===== src/rtl/lzss_pkg.sv =====
// Shared types and width helpers for the LZSS stream encoder.
// Used by lzss_stream_encoder and lzss_match_finder.
package lzss_pkg;

  typedef enum logic [1:0] {
    FILL  = 2'd0,
    MATCH = 2'd1,
    EMIT  = 2'd2,
    SHIFT = 2'd3
  } lzss_state_e;

  localparam logic TOK_LIT = 1'b0;
  localparam logic TOK_REF = 1'b1;

  function automatic int lzss_off_w(input int window_size);
    return (window_size > 1) ? $clog2(window_size) : 1;
  endfunction

  // Clamped to one bit so LOOK_AHEAD_SIZE == MIN_MATCH still yields a legal field.
  function automatic int lzss_len_w(input int look_ahead, input int min_match);
    int span;
    span = look_ahead - min_match + 1;
    return (span > 1) ? $clog2(span) : 1;
  endfunction

  function automatic int lzss_token_w(input int word_size, input int window_size,
                                      input int look_ahead, input int min_match);
    int ref_w;
    ref_w = lzss_off_w(window_size) + lzss_len_w(look_ahead, min_match);
    return 1 + ((word_size > ref_w) ? word_size : ref_w);
  endfunction

  // Width of a counter that must hold the value n itself.
  function automatic int lzss_cnt_w(input int n);
    return $clog2(n + 1);
  endfunction

endpackage


===== src/rtl/lzss_match_finder.sv =====
// Combinational comparator array: for every distance, the length of the prefix of the
// look-ahead that matches the window, then the longest (smallest distance on ties).
module lzss_match_finder
  import lzss_pkg::*;
#(
  parameter int WORD_SIZE       = 8,
  parameter int WINDOW_SIZE     = 32,
  parameter int LOOK_AHEAD_SIZE = 4,
  parameter int DIST_W          = 6,
  parameter int LCNT_W          = 3
) (
  input  logic [WINDOW_SIZE*WORD_SIZE-1:0]     win_flat,
  input  logic [LOOK_AHEAD_SIZE*WORD_SIZE-1:0] la_flat,
  input  logic [DIST_W-1:0]                    win_count,
  input  logic [LCNT_W-1:0]                    la_count,
  output logic [DIST_W-1:0]                    best_dist,
  output logic [LCNT_W-1:0]                    best_len
);

  logic [WINDOW_SIZE*LCNT_W-1:0] cand_flat;

  for (genvar gi = 0; gi < WINDOW_SIZE; gi++) begin : g_dist
    logic [LOOK_AHEAD_SIZE-1:0] hit;
    logic [LCNT_W-1:0]          run_len;
    logic                       run;

    // Element gk is compared with the symbol (gi+1)-gk back; gk > gi would reach into
    // the look-ahead itself, so those positions never match.
    for (genvar gk = 0; gk < LOOK_AHEAD_SIZE; gk++) begin : g_k
      if (gk <= gi) begin : g_cmp
        assign hit[gk] = (la_flat[gk*WORD_SIZE +: WORD_SIZE] ==
                          win_flat[(gi-gk)*WORD_SIZE +: WORD_SIZE]) &&
                         (LCNT_W'(gk) < la_count);
      end else begin : g_none
        assign hit[gk] = 1'b0;
      end
    end

    always_comb begin
      run     = (DIST_W'(gi + 1) <= win_count);
      run_len = '0;
      for (int k = 0; k < LOOK_AHEAD_SIZE; k++) begin
        run = run && hit[k];
        if (run) begin
          run_len = LCNT_W'(k + 1);
        end
      end
    end

    assign cand_flat[gi*LCNT_W +: LCNT_W] = run_len;
  end

  // Strict greater-than keeps the earliest (smallest) distance on equal lengths.
  always_comb begin
    best_len  = '0;
    best_dist = '0;
    for (int d = 0; d < WINDOW_SIZE; d++) begin
      if (cand_flat[d*LCNT_W +: LCNT_W] > best_len) begin
        best_len  = cand_flat[d*LCNT_W +: LCNT_W];
        best_dist = DIST_W'(d + 1);
      end
    end
  end

endmodule


===== src/rtl/lzss_stream_encoder.sv =====
// LZSS stream encoder: valid/ready byte input, literal/reference token output, window
// cleared per stream. Optional statistics counters under `define LZSS_STATS_EN.
module lzss_stream_encoder
  import lzss_pkg::*;
#(
  parameter int WORD_SIZE       = 8,
  parameter int WINDOW_SIZE     = 32,
  parameter int LOOK_AHEAD_SIZE = 4,
  parameter int MIN_MATCH       = 2,
  localparam int TOKEN_W = lzss_token_w(WORD_SIZE, WINDOW_SIZE, LOOK_AHEAD_SIZE, MIN_MATCH)
) (
  input  logic                 clk,
  input  logic                 rst_n,
`ifdef LZSS_STATS_EN
  input  logic                 stat_clr,
  output logic [31:0]          stat_lit_cnt,
  output logic [31:0]          stat_ref_cnt,
  output logic [31:0]          stat_sym_cnt,
`endif
  input  logic                 in_valid,
  output logic                 in_ready,
  input  logic [WORD_SIZE-1:0] in_data,
  input  logic                 in_last,
  output logic                 out_valid,
  input  logic                 out_ready,
  output logic [TOKEN_W-1:0]   out_data,
  output logic                 out_last,
  output logic                 busy
);

  localparam int OFF_W    = lzss_off_w(WINDOW_SIZE);
  localparam int LEN_W    = lzss_len_w(LOOK_AHEAD_SIZE, MIN_MATCH);
  localparam int DIST_W   = lzss_cnt_w(WINDOW_SIZE);
  localparam int LCNT_W   = lzss_cnt_w(LOOK_AHEAD_SIZE);
  localparam int LA_IDX_W = $clog2(LOOK_AHEAD_SIZE);

  lzss_state_e          state_q, state_d;
  logic [WORD_SIZE-1:0] la_q  [LOOK_AHEAD_SIZE];
  logic [WORD_SIZE-1:0] la_d  [LOOK_AHEAD_SIZE];
  logic [WORD_SIZE-1:0] win_q [WINDOW_SIZE];
  logic [WORD_SIZE-1:0] win_d [WINDOW_SIZE];
  logic [LCNT_W-1:0]    la_count_q, la_count_d;
  logic [DIST_W-1:0]    win_count_q, win_count_d;
  logic                 drain_q, drain_d;
  logic [DIST_W-1:0]    best_dist_q, best_dist_d;
  logic [LCNT_W-1:0]    best_len_q, best_len_d;
  logic [LCNT_W-1:0]    consume_q, consume_d;
  logic                 end_q, end_d;
  logic                 rdy_en_q;

  logic [WINDOW_SIZE*WORD_SIZE-1:0]     win_flat;
  logic [LOOK_AHEAD_SIZE*WORD_SIZE-1:0] la_flat;
  logic [DIST_W-1:0]                    fd_dist;
  logic [LCNT_W-1:0]                    fd_len;

  logic                 is_ref;
  logic [LCNT_W-1:0]    consume;
  logic [OFF_W-1:0]     ref_dist;
  logic [LEN_W-1:0]     ref_len;
  logic [TOKEN_W-2:0]   payload;
  logic                 in_hs;
  logic                 out_hs;

  for (genvar gi = 0; gi < WINDOW_SIZE; gi++) begin : g_win_flat
    assign win_flat[gi*WORD_SIZE +: WORD_SIZE] = win_q[gi];
  end

  for (genvar gi = 0; gi < LOOK_AHEAD_SIZE; gi++) begin : g_la_flat
    assign la_flat[gi*WORD_SIZE +: WORD_SIZE] = la_q[gi];
  end

  lzss_match_finder #(
    .WORD_SIZE       (WORD_SIZE),
    .WINDOW_SIZE     (WINDOW_SIZE),
    .LOOK_AHEAD_SIZE (LOOK_AHEAD_SIZE),
    .DIST_W          (DIST_W),
    .LCNT_W          (LCNT_W)
  ) u_match_finder (
    .win_flat  (win_flat),
    .la_flat   (la_flat),
    .win_count (win_count_q),
    .la_count  (la_count_q),
    .best_dist (fd_dist),
    .best_len  (fd_len)
  );

  assign is_ref   = (best_len_q >= LCNT_W'(MIN_MATCH));
  assign consume  = is_ref ? best_len_q : LCNT_W'(1);
  assign ref_dist = OFF_W'(best_dist_q - DIST_W'(1));
  assign ref_len  = LEN_W'(best_len_q - LCNT_W'(MIN_MATCH));

  // rdy_en_q holds in_ready low until the first clock after reset release.
  assign in_ready  = rdy_en_q && (state_q == FILL) && !drain_q &&
                     (la_count_q < LCNT_W'(LOOK_AHEAD_SIZE));
  assign out_valid = (state_q == EMIT);
  assign out_last  = out_valid && drain_q && (consume == la_count_q);
  assign busy      = !((state_q == FILL) && (la_count_q == '0));
  assign in_hs     = in_valid && in_ready;
  assign out_hs    = out_valid && out_ready;

  always_comb begin
    payload = '0;
    if (is_ref) begin
      payload[OFF_W+LEN_W-1:LEN_W] = ref_dist;
      payload[LEN_W-1:0]           = ref_len;
    end else begin
      payload[WORD_SIZE-1:0] = la_q[0];
    end
    out_data = out_valid ? {(is_ref ? TOK_REF : TOK_LIT), payload} : '0;
  end

  always_comb begin
    state_d     = state_q;
    la_d        = la_q;
    win_d       = win_q;
    la_count_d  = la_count_q;
    win_count_d = win_count_q;
    drain_d     = drain_q;
    best_dist_d = best_dist_q;
    best_len_d  = best_len_q;
    consume_d   = consume_q;
    end_d       = end_q;
    case (state_q)
      FILL: begin
        if (in_hs) begin
          la_d[la_count_q[LA_IDX_W-1:0]] = in_data;
          la_count_d = la_count_q + LCNT_W'(1);
          if (in_last) begin
            drain_d = 1'b1;
          end
        end
        if ((la_count_d == LCNT_W'(LOOK_AHEAD_SIZE)) || (drain_d && (la_count_d != '0))) begin
          state_d = MATCH;
        end
      end
      MATCH: begin
        best_dist_d = fd_dist;
        best_len_d  = fd_len;
        state_d     = EMIT;
      end
      EMIT: begin
        if (out_hs) begin
          consume_d = consume;
          end_d     = out_last;
          state_d   = SHIFT;
        end
      end
      SHIFT: begin
        win_d[0] = la_q[0];
        for (int i = 1; i < WINDOW_SIZE; i++) begin
          win_d[i] = win_q[i-1];
        end
        for (int i = 0; i < LOOK_AHEAD_SIZE - 1; i++) begin
          la_d[i] = la_q[i+1];
        end
        la_count_d = la_count_q - LCNT_W'(1);
        if (win_count_q != DIST_W'(WINDOW_SIZE)) begin
          win_count_d = win_count_q + DIST_W'(1);
        end
        consume_d = consume_q - LCNT_W'(1);
        if (consume_q == LCNT_W'(1)) begin
          state_d = FILL;
          // The stream just ended: the next one must not see this history.
          if (end_q) begin
            win_count_d = '0;
            drain_d     = 1'b0;
            end_d       = 1'b0;
          end
        end
      end
      default: state_d = FILL;
    endcase
  end

  always_ff @(posedge clk or negedge rst_n) begin
    if (!rst_n) begin
      state_q     <= FILL;
      la_count_q  <= '0;
      win_count_q <= '0;
      drain_q     <= 1'b0;
      best_dist_q <= '0;
      best_len_q  <= '0;
      consume_q   <= '0;
      end_q       <= 1'b0;
      rdy_en_q    <= 1'b0;
    end else begin
      state_q     <= state_d;
      la_count_q  <= la_count_d;
      win_count_q <= win_count_d;
      drain_q     <= drain_d;
      best_dist_q <= best_dist_d;
      best_len_q  <= best_len_d;
      consume_q   <= consume_d;
      end_q       <= end_d;
      rdy_en_q    <= 1'b1;
    end
  end

  // Symbol storage needs no reset: the counters decide what is valid.
  always_ff @(posedge clk) begin
    la_q  <= la_d;
    win_q <= win_d;
  end

`ifdef LZSS_STATS_EN
  logic [31:0] stat_lit_cnt_q, stat_lit_cnt_d;
  logic [31:0] stat_ref_cnt_q, stat_ref_cnt_d;
  logic [31:0] stat_sym_cnt_q, stat_sym_cnt_d;

  always_comb begin
    stat_lit_cnt_d = stat_lit_cnt_q;
    stat_ref_cnt_d = stat_ref_cnt_q;
    stat_sym_cnt_d = stat_sym_cnt_q;
    if (stat_clr) begin
      stat_lit_cnt_d = '0;
      stat_ref_cnt_d = '0;
      stat_sym_cnt_d = '0;
    end else begin
      if (out_hs && !is_ref) stat_lit_cnt_d = stat_lit_cnt_q + 32'd1;
      if (out_hs && is_ref)  stat_ref_cnt_d = stat_ref_cnt_q + 32'd1;
      if (in_hs)             stat_sym_cnt_d = stat_sym_cnt_q + 32'd1;
    end
  end

  always_ff @(posedge clk or negedge rst_n) begin
    if (!rst_n) begin
      stat_lit_cnt_q <= '0;
      stat_ref_cnt_q <= '0;
      stat_sym_cnt_q <= '0;
    end else begin
      stat_lit_cnt_q <= stat_lit_cnt_d;
      stat_ref_cnt_q <= stat_ref_cnt_d;
      stat_sym_cnt_q <= stat_sym_cnt_d;
    end
  end

  assign stat_lit_cnt = stat_lit_cnt_q;
  assign stat_ref_cnt = stat_ref_cnt_q;
  assign stat_sym_cnt = stat_sym_cnt_q;
`endif

endmodule


===== config.mk =====
export PLATFORM = sky130hd
export DESIGN_NAME = lzss_stream_encoder
export DESIGN_NICKNAME = d
export VERILOG_FILES = /design/src/rtl/lzss_pkg.sv /design/src/rtl/lzss_match_finder.sv /design/src/rtl/lzss_stream_encoder.sv
export SDC_FILE = /design/constraint.sdc
export NUM_CORES = 2
export LEC_CHECK = 0
export BUFFER_PORTS_ARGS = -buffer_cell sky130_fd_sc_hd__buf_4
export CORE_MARGIN = 2
export CORE_UTILIZATION = 30
export CTS_BUF_LIST = sky130_fd_sc_hd__clkbuf_16
export CTS_CLUSTER_DIAMETER = 80
export CTS_CLUSTER_SIZE = 30
export DETAILED_ROUTE_END_ITERATION = 12
export PLACE_DENSITY_LB_ADDON = 0.12
export SYNTH_ARGS = -nofsm -noshare
export SYNTH_HDL_FRONTEND = slang
export SYNTH_SLANG_ARGS = --single-unit

===== constraint.sdc =====
create_clock -name clk -period 41.9 [get_ports clk]
set_input_delay 2.095 -clock clk [delete_from_list [all_inputs] [get_ports clk]]
set_output_delay 2.095 -clock clk [all_outputs]
set_load 0.01 [all_outputs]

---- Word level (Yosys, flattened, before mapping) ----
Index checks and enable logic that the tools add are counted.
word-level totals
  logic and storage cells ................. 743
  register bits after elaboration ......... 313
cells by class
  bitwise logic cells ..................... 1
  order comparisons ....................... 72
  reduce and logical (&&, ||, !) cells .... 268
  mux-type cells .......................... 217
  equal/unequal tests ..................... 134
  $add $sub $neg .......................... 6
operator list
  kind                   number
  $eq A8 B8 Y1           122
  $logic_and A1 B1 Y1    254
  $mux W3                71
  $mux W2                64
  $le A5 B6 Y1 const A   16
  $gt A3 B3 Y1           31
  $mux W5                17
  $le A4 B6 Y1 const A   8
  $pmux W24 S2           1
  $mux W1                42
  $bwmux W32             1
  $mux W32               1
  $mux W4                8
  $le A3 B6 Y1 const A   4
  $mux W6                3
  $demux W8 S2           1
  $le A2 B6 Y1 const A   2
  $pmux W3 S2            2
  $mux W9                1
  $reduce_and A3 Y1      3
  $mux W8                1
  $pmux W2 S4            1
  $mux W7                1
  $add A6 B1 Y6 const B  1
  30 further kinds       42

---- Depth between registers and ports, before layout ----
  depth in word-level cells ............... 68
  mapped depth ............................ 234

---- Cells and area by module ----
Synthesis repeated with hierarchy kept, for this count alone.
unflattened totals
  cells, all modules ...................... 3036
  area, all modules ....................... 28428.5 µm²
modules (own cells, without submodules)
  module               instances  cells each  area each (µm²)  seq. area each (µm²)
  lzss_match_finder    1          2514        17755.8          0.0
  lzss_stream_encoder  1          522         10672.7          9273.9

---- Worst setup path after synthesis ----
Ideal clock, no wire load.
  path type ............................... register to register
  start point ............................. reg la_count_q[1]
  end point ............................... reg best_dist_q[0]
  arrival ................................. 38.071 ns
  data required time ...................... 41.813 ns
  cell stages (with the launch flop) ...... 216
  setup slack ............................. 3.742 ns
  cells stage by stage .................... dfrtp_1 buf_4 inv_1 ha_1 o21ai_0 clkbuf_1 nand3_1 or2b_1 ha_1 o22ai_1 mux2_2 inv_1 ha_1 a2bb2oi_1 nor2_1 a31o_2 nand2_1 ha_1 (+180 left out) a21oi_1 a31oi_1 o21a_1 ha_1 a21o_1 a21oi_1 a31oi_1 o41ai_1 a21oi_2 ha_1 nor2b_1 o21ai_0 inv_1 o21ai_1 a31oi_1 nand3_1 a21oi_1 a22oi_1
between the ends
  word-level cells in the longest chain between the ends .. 68
ends and longest elaborated chain
  element                   line                        text
  start: declaration        lzss_stream_encoder.sv:42   logic [LCNT_W-1:0] la_count_q, la_count_d;
  start signal: assignment  lzss_stream_encoder.sv:188  la_count_q <= la_count_d;
  $lt A1 B3 Y1              lzss_match_finder.sv:33     (LCNT_W'(gk) < la_count);
  $logic_and A1 B1 Y1       lzss_match_finder.sv:32     win_flat[(gi-gk)*WORD_SIZE +: WORD_SIZE]) &&
  $logic_and A1 B1 Y1       lzss_match_finder.sv:43     run = run && hit[k];
  $mux W1                   lzss_match_finder.sv:44     if (run) begin
  $gt A3 B1 Y1              lzss_match_finder.sv:58     if (cand_flat[d*LCNT_W +: LCNT_W] > best_len) begin
  $mux W3                   lzss_match_finder.sv:58
  $gt A3 B3 Y1              lzss_match_finder.sv:58
  $mux W3                   lzss_match_finder.sv:58
  (+52 left out)            -
  $gt A3 B3 Y1              lzss_match_finder.sv:58
  $mux W3                   lzss_match_finder.sv:58
  $gt A3 B3 Y1              lzss_match_finder.sv:58
  $mux W3                   lzss_match_finder.sv:58
  $gt A3 B3 Y1              lzss_match_finder.sv:58
  $mux W3                   lzss_match_finder.sv:58
  $gt A3 B3 Y1              lzss_match_finder.sv:58
  $mux W5 *                 lzss_match_finder.sv:58
  end signal: assignment    lzss_stream_encoder.sv:191  best_dist_q <= best_dist_d;
  end: declaration          lzss_stream_encoder.sv:45   logic [DIST_W-1:0] best_dist_q, best_dist_d;
Every way passes the cells marked *; elsewhere a longest branch is shown, timed or not.
A chain may end at the register's enable or synchronous reset.

---- Final worst setup path ----
  start point ............................. reg la_q (netlist bit la_flat[5])
  end point ............................... reg best_dist_q[0]
between the ends
  word-level cells in the longest chain between the ends .. 68
ends and longest elaborated chain
  element                   line                        text
  start: declaration        lzss_stream_encoder.sv:38   logic [WORD_SIZE-1:0] la_q [LOOK_AHEAD_SIZE];
  start signal: assignment  lzss_stream_encoder.sv:201  la_q <= la_d;
  $eq A8 B8 Y1              lzss_match_finder.sv:31     assign hit[gk] = (la_flat[gk*WORD_SIZE +: WORD_SIZE] ==
  $logic_and A1 B1 Y1       lzss_match_finder.sv:32
  $logic_and A1 B1 Y1       lzss_match_finder.sv:43
  $mux W1                   lzss_match_finder.sv:44
  $gt A3 B1 Y1              lzss_match_finder.sv:58
  $mux W3                   lzss_match_finder.sv:58
  $gt A3 B3 Y1              lzss_match_finder.sv:58
  $mux W3                   lzss_match_finder.sv:58
  (+52 left out)            -
  $gt A3 B3 Y1              lzss_match_finder.sv:58
  $mux W3                   lzss_match_finder.sv:58
  $gt A3 B3 Y1              lzss_match_finder.sv:58
  $mux W3                   lzss_match_finder.sv:58
  $gt A3 B3 Y1              lzss_match_finder.sv:58
  $mux W3                   lzss_match_finder.sv:58
  $gt A3 B3 Y1              lzss_match_finder.sv:58
  $mux W5 *                 lzss_match_finder.sv:58
Marked as above.

==> run_results.csv <==
group,metric,value,unit
status,status,"finished clean",
critical_path,worst_r2r_endpoint,"best_dist_q[0]",
die,io_pins,26,
layout,fill_cells,9525,
timing,worst_pin_slew,1.21,ns
die,start_util,30.1,%
clock_tree,tritoncts,"yes",
route,vias_per_cell,5.64,
clock_tree,cts-htree-levels,1,
critical_path,critPathMaxFanout,9,
logic_synthesis,yosys_register_bits,313,
logic_synthesis,synth_area,28500,um2
global_routing,groute.usage.overall,24.6,%
route,drtIter0Drc,2506,
clock_tree,cts.sinks,313,
placement,io_buffers,25,
logic_synthesis,ys_warn_count,0,
critical_path,setup.worst_path.start_class,"register",
timing,setup_viol,0,
critical_path,worstPathArrival,40.15,ns
route,drtAntennaViolNets,0,
critical_path,rrSetupSlack,2.26,ns
critical_path,cp_slowest_cell,"or4_1",
timing,relSlewSlack,17.1,%
die,rows,113,
min_path,min_to,"win_flat[253]",
clock_tree,worstSkewPairLatency,0.63,ns
logic_synthesis,syn-num-nets,3193,
placement,place.gp.congestion,0.904,
die,coreArea,94600,um2
logic_synthesis,synth_area_leader_cell,"edfxtp_1",
logic_synthesis,seq_area_frac_synth,32.5,%
layout,layout-drive-gt1-share,13.5,%
route,drcViolationCount,0,
clock_tree,clk_pin_slew,0.09,ns
timing,drv_slew,0,
critical_path,crit_top_cell,"ha_1",
timing,fin_crit_sh,94.6,%
timing,hold_viol_final,0,
layout,final_util,34.1,%
logic_synthesis,synth_top_area_share,30.3,%
critical_path,critPathKind,"register to register",
clock_tree,root_buffer,"clkbuf_16",
global_routing,grt_remaining_overflow,0,
route,wire_per_inst,28.6,um
logic_synthesis,synthFlopType,"edfxtp_1",
logic_synthesis,synth-async-reset-ratio,7.99,%
timing,fin_skew,0.0420,ns
clock_tree,clock_path_buffers,3,
route,wl,125,mm
critical_path,r2r-start,"la_flat[5]",
placement,dp_hpwl,86.3,mm
min_path,hold_path.class,"register to register",
job,cap_viol_max_count,0,
critical_path,critPathCaptureType,"register",
critical_path,cpPeakStageDelay,0.54,ns
die,die_area,97500,um2
global_routing,antenna_found_initial,1,
route,drt-pass1-iter-count,6,
die,die_h,312,um
logic_synthesis,yosys-top-cells-area,"edfxtp_1 (30%), xnor2_1 (17%), xor2_1 (13%)",
global_routing,grt_pass1_wl,177,mm
logic_synthesis,synthDistinctLibCells,92,
min_path,hold_start,"win_flat[245]",
critical_path,reg2reg_depth,221,
layout,area_growth,13.1,%
logic_synthesis,synth-edff-count,288,
clock_tree,cts_made_buffers,27,
die,die_w,312,um
timing,fmax,25.2,MHz
min_path,whs_path_depth,0,
global_routing,grt_max_degree,79,
logic_synthesis,avgSynthCellArea,9.27,um2
route,num_vias,24593,
timing,fin_crit,39.64,ns
critical_path,required,42.41,ns
logic_synthesis,syn_inst,3075,
layout,nets,3195,
global_routing,first_global_vias,24010,
[flip-flops by register name, summed over array words and instances, names as in the netlist]
name,flops
rdy_en_q,1
win_flat,256
drain_q,1
win_count_q,6
best_len_q,3
la_count_q,3
la_flat,32
best_dist_q,5
consume_q,3
state_q,2
end_q,1
[worst max path at each step]
stage                   start              to  slack (ns)  cells past startpoint
3_3_place_gp       la_flat[5]  best_dist_q[0]       -1.26                    215
6_report           la_flat[5]  best_dist_q[0]        2.26                    221
3_5_place_dp   win_count_q[5]  best_dist_q[0]       -2.83                    213
4_1_cts            la_flat[5]  best_dist_q[0]       0.005                    215
2_1_floorplan   la_count_q[1]  best_dist_q[0]        3.74                    215
5_1_grt            la_flat[0]  best_dist_q[0]       -0.28                    223
[per-layer routing]
metal	vias to the layer above	wire [um]	share of wire, %	GRT usage, %
met5	-	12	0.0096	0.0484
met4	2	5470	4.4	9.55
met3	258	8450	6.8	3.13
met2	1115	57400	46	40.5
met1	12383	53300	43	32.7
li1	10835	-	-	-
[cell usage in the layout (no fill, tap or decap), types with 12 or more instances in the layout]
cell type and n:
buf_4 227, edfxtp_1 288, or4_1 12, nand2b_1 19, a21oi_1 61, nor2b_1 51, or2_2 20, nand2_1 174
nor2_1 122, and2_1 20, o21ai_0 68, and3_1 18, o21ai_1 18, a21o_1 14, xnor2_1 565, nor3_1 65
o211ai_1 13, nand3_1 119, o21a_1 20, clkbuf_16 27, xor2_1 419, nand4_1 140, a22o_1 27, dfrtp_1 24
inv_1 54, nor4_1 117, ha_1 100
[metrics by stage]
stage | hold slack [ns] | instance area (um2) | setup TNS (ns) | instances | setup slack, ns
3_5_place_dp | 0.526 | 30300 | -21.11 | 4272 | -2.83
6_report | 0.543 | 32200 | 0 | 4364 | 2.26
2_1_floorplan | 0.421 | 28500 | 0 | 3075 | 3.74
4_1_cts | 0.547 | 31600 | 0 | 4331 | 0.00524
5_1_grt | 0.570 | 32200 | -1.52 | 4363 | -0.284
3_3_place_gp | 0.533 | 30300 | -8.94 | 4271 | -1.26
[final cells by class]
type                    count  area (um2)  share of cell area (%)
multi-input cells        2450       18400                    57.2
flip-flops and latches    313        9280                    28.8
repair buffers            230        1730                    5.37
well taps                1265        1580                    4.91
clock buffers              27         676                    2.10
clock inverters            23         323                    1.00
inverters                  55         206                   0.641
diodes                      1        2.50                 0.00776
[repair_timing]
| item | in CTS | in global routing |
|---|---|---|
| hold buffers | 0 | 0 |
| setup buffers | 9 | 32 |
| endpoints found under the setup margin | 8 | 8 |
| pin swaps | 6 | 21 |
| gates resized for setup | 36 | 109 |
[critical path, delay by kind of cell (launching register included)]
family / cells / cell delay [ns]
AO/OA/AOI/OAI: 87 / 14.72
AND/OR/NAND/NOR: 85 / 13.63
adder cells (fa/ha/maj): 30 / 7.82
buffers and inverters: 16 / 1.95
multiplexers: 2 / 0.58
flip-flops: 1 / 0.53
XOR/XNOR: 1 / 0.22
[cell usage after synthesis, drive strengths merged, types with 21 or more instances]
| cell | number |
|---|---|
| buf | 150 |
| nand4 | 140 |
| xor2 | 419 |
| edfxtp | 288 |
| nor2 | 127 |
| clkbuf | 107 |
| o21a | 23 |
| nand2b | 21 |
| a22o | 27 |
| xnor2 | 565 |
| nor3 | 72 |
| or2 | 25 |
| and2 | 22 |
| inv | 55 |
| nand2 | 181 |
| o21ai | 96 |
| dfrtp | 25 |
| a21oi | 75 |
| nand3 | 119 |
| ha | 105 |
| nor2b | 53 |
| nor4 | 123 |
[cells by family (layout without fill, tap and decap cells)]
kind of cell	Yosys count	in the layout	synth area share, %
other	1	2	0.0132
AND/OR/NAND/NOR	954	954	17.8
XOR/XNOR	984	984	30.2
buffers and inverters	312	335	4.87
adder cells (fa/ha/maj)	105	105	4.61
flip-flops	313	313	32.5
AO/OA/AOI/OAI	393	393	9.42
multiplexers	13	13	0.483
Power is not shown: default switching activity piles up to over one toggle a cycle in this logic, so the estimate is an artifact.
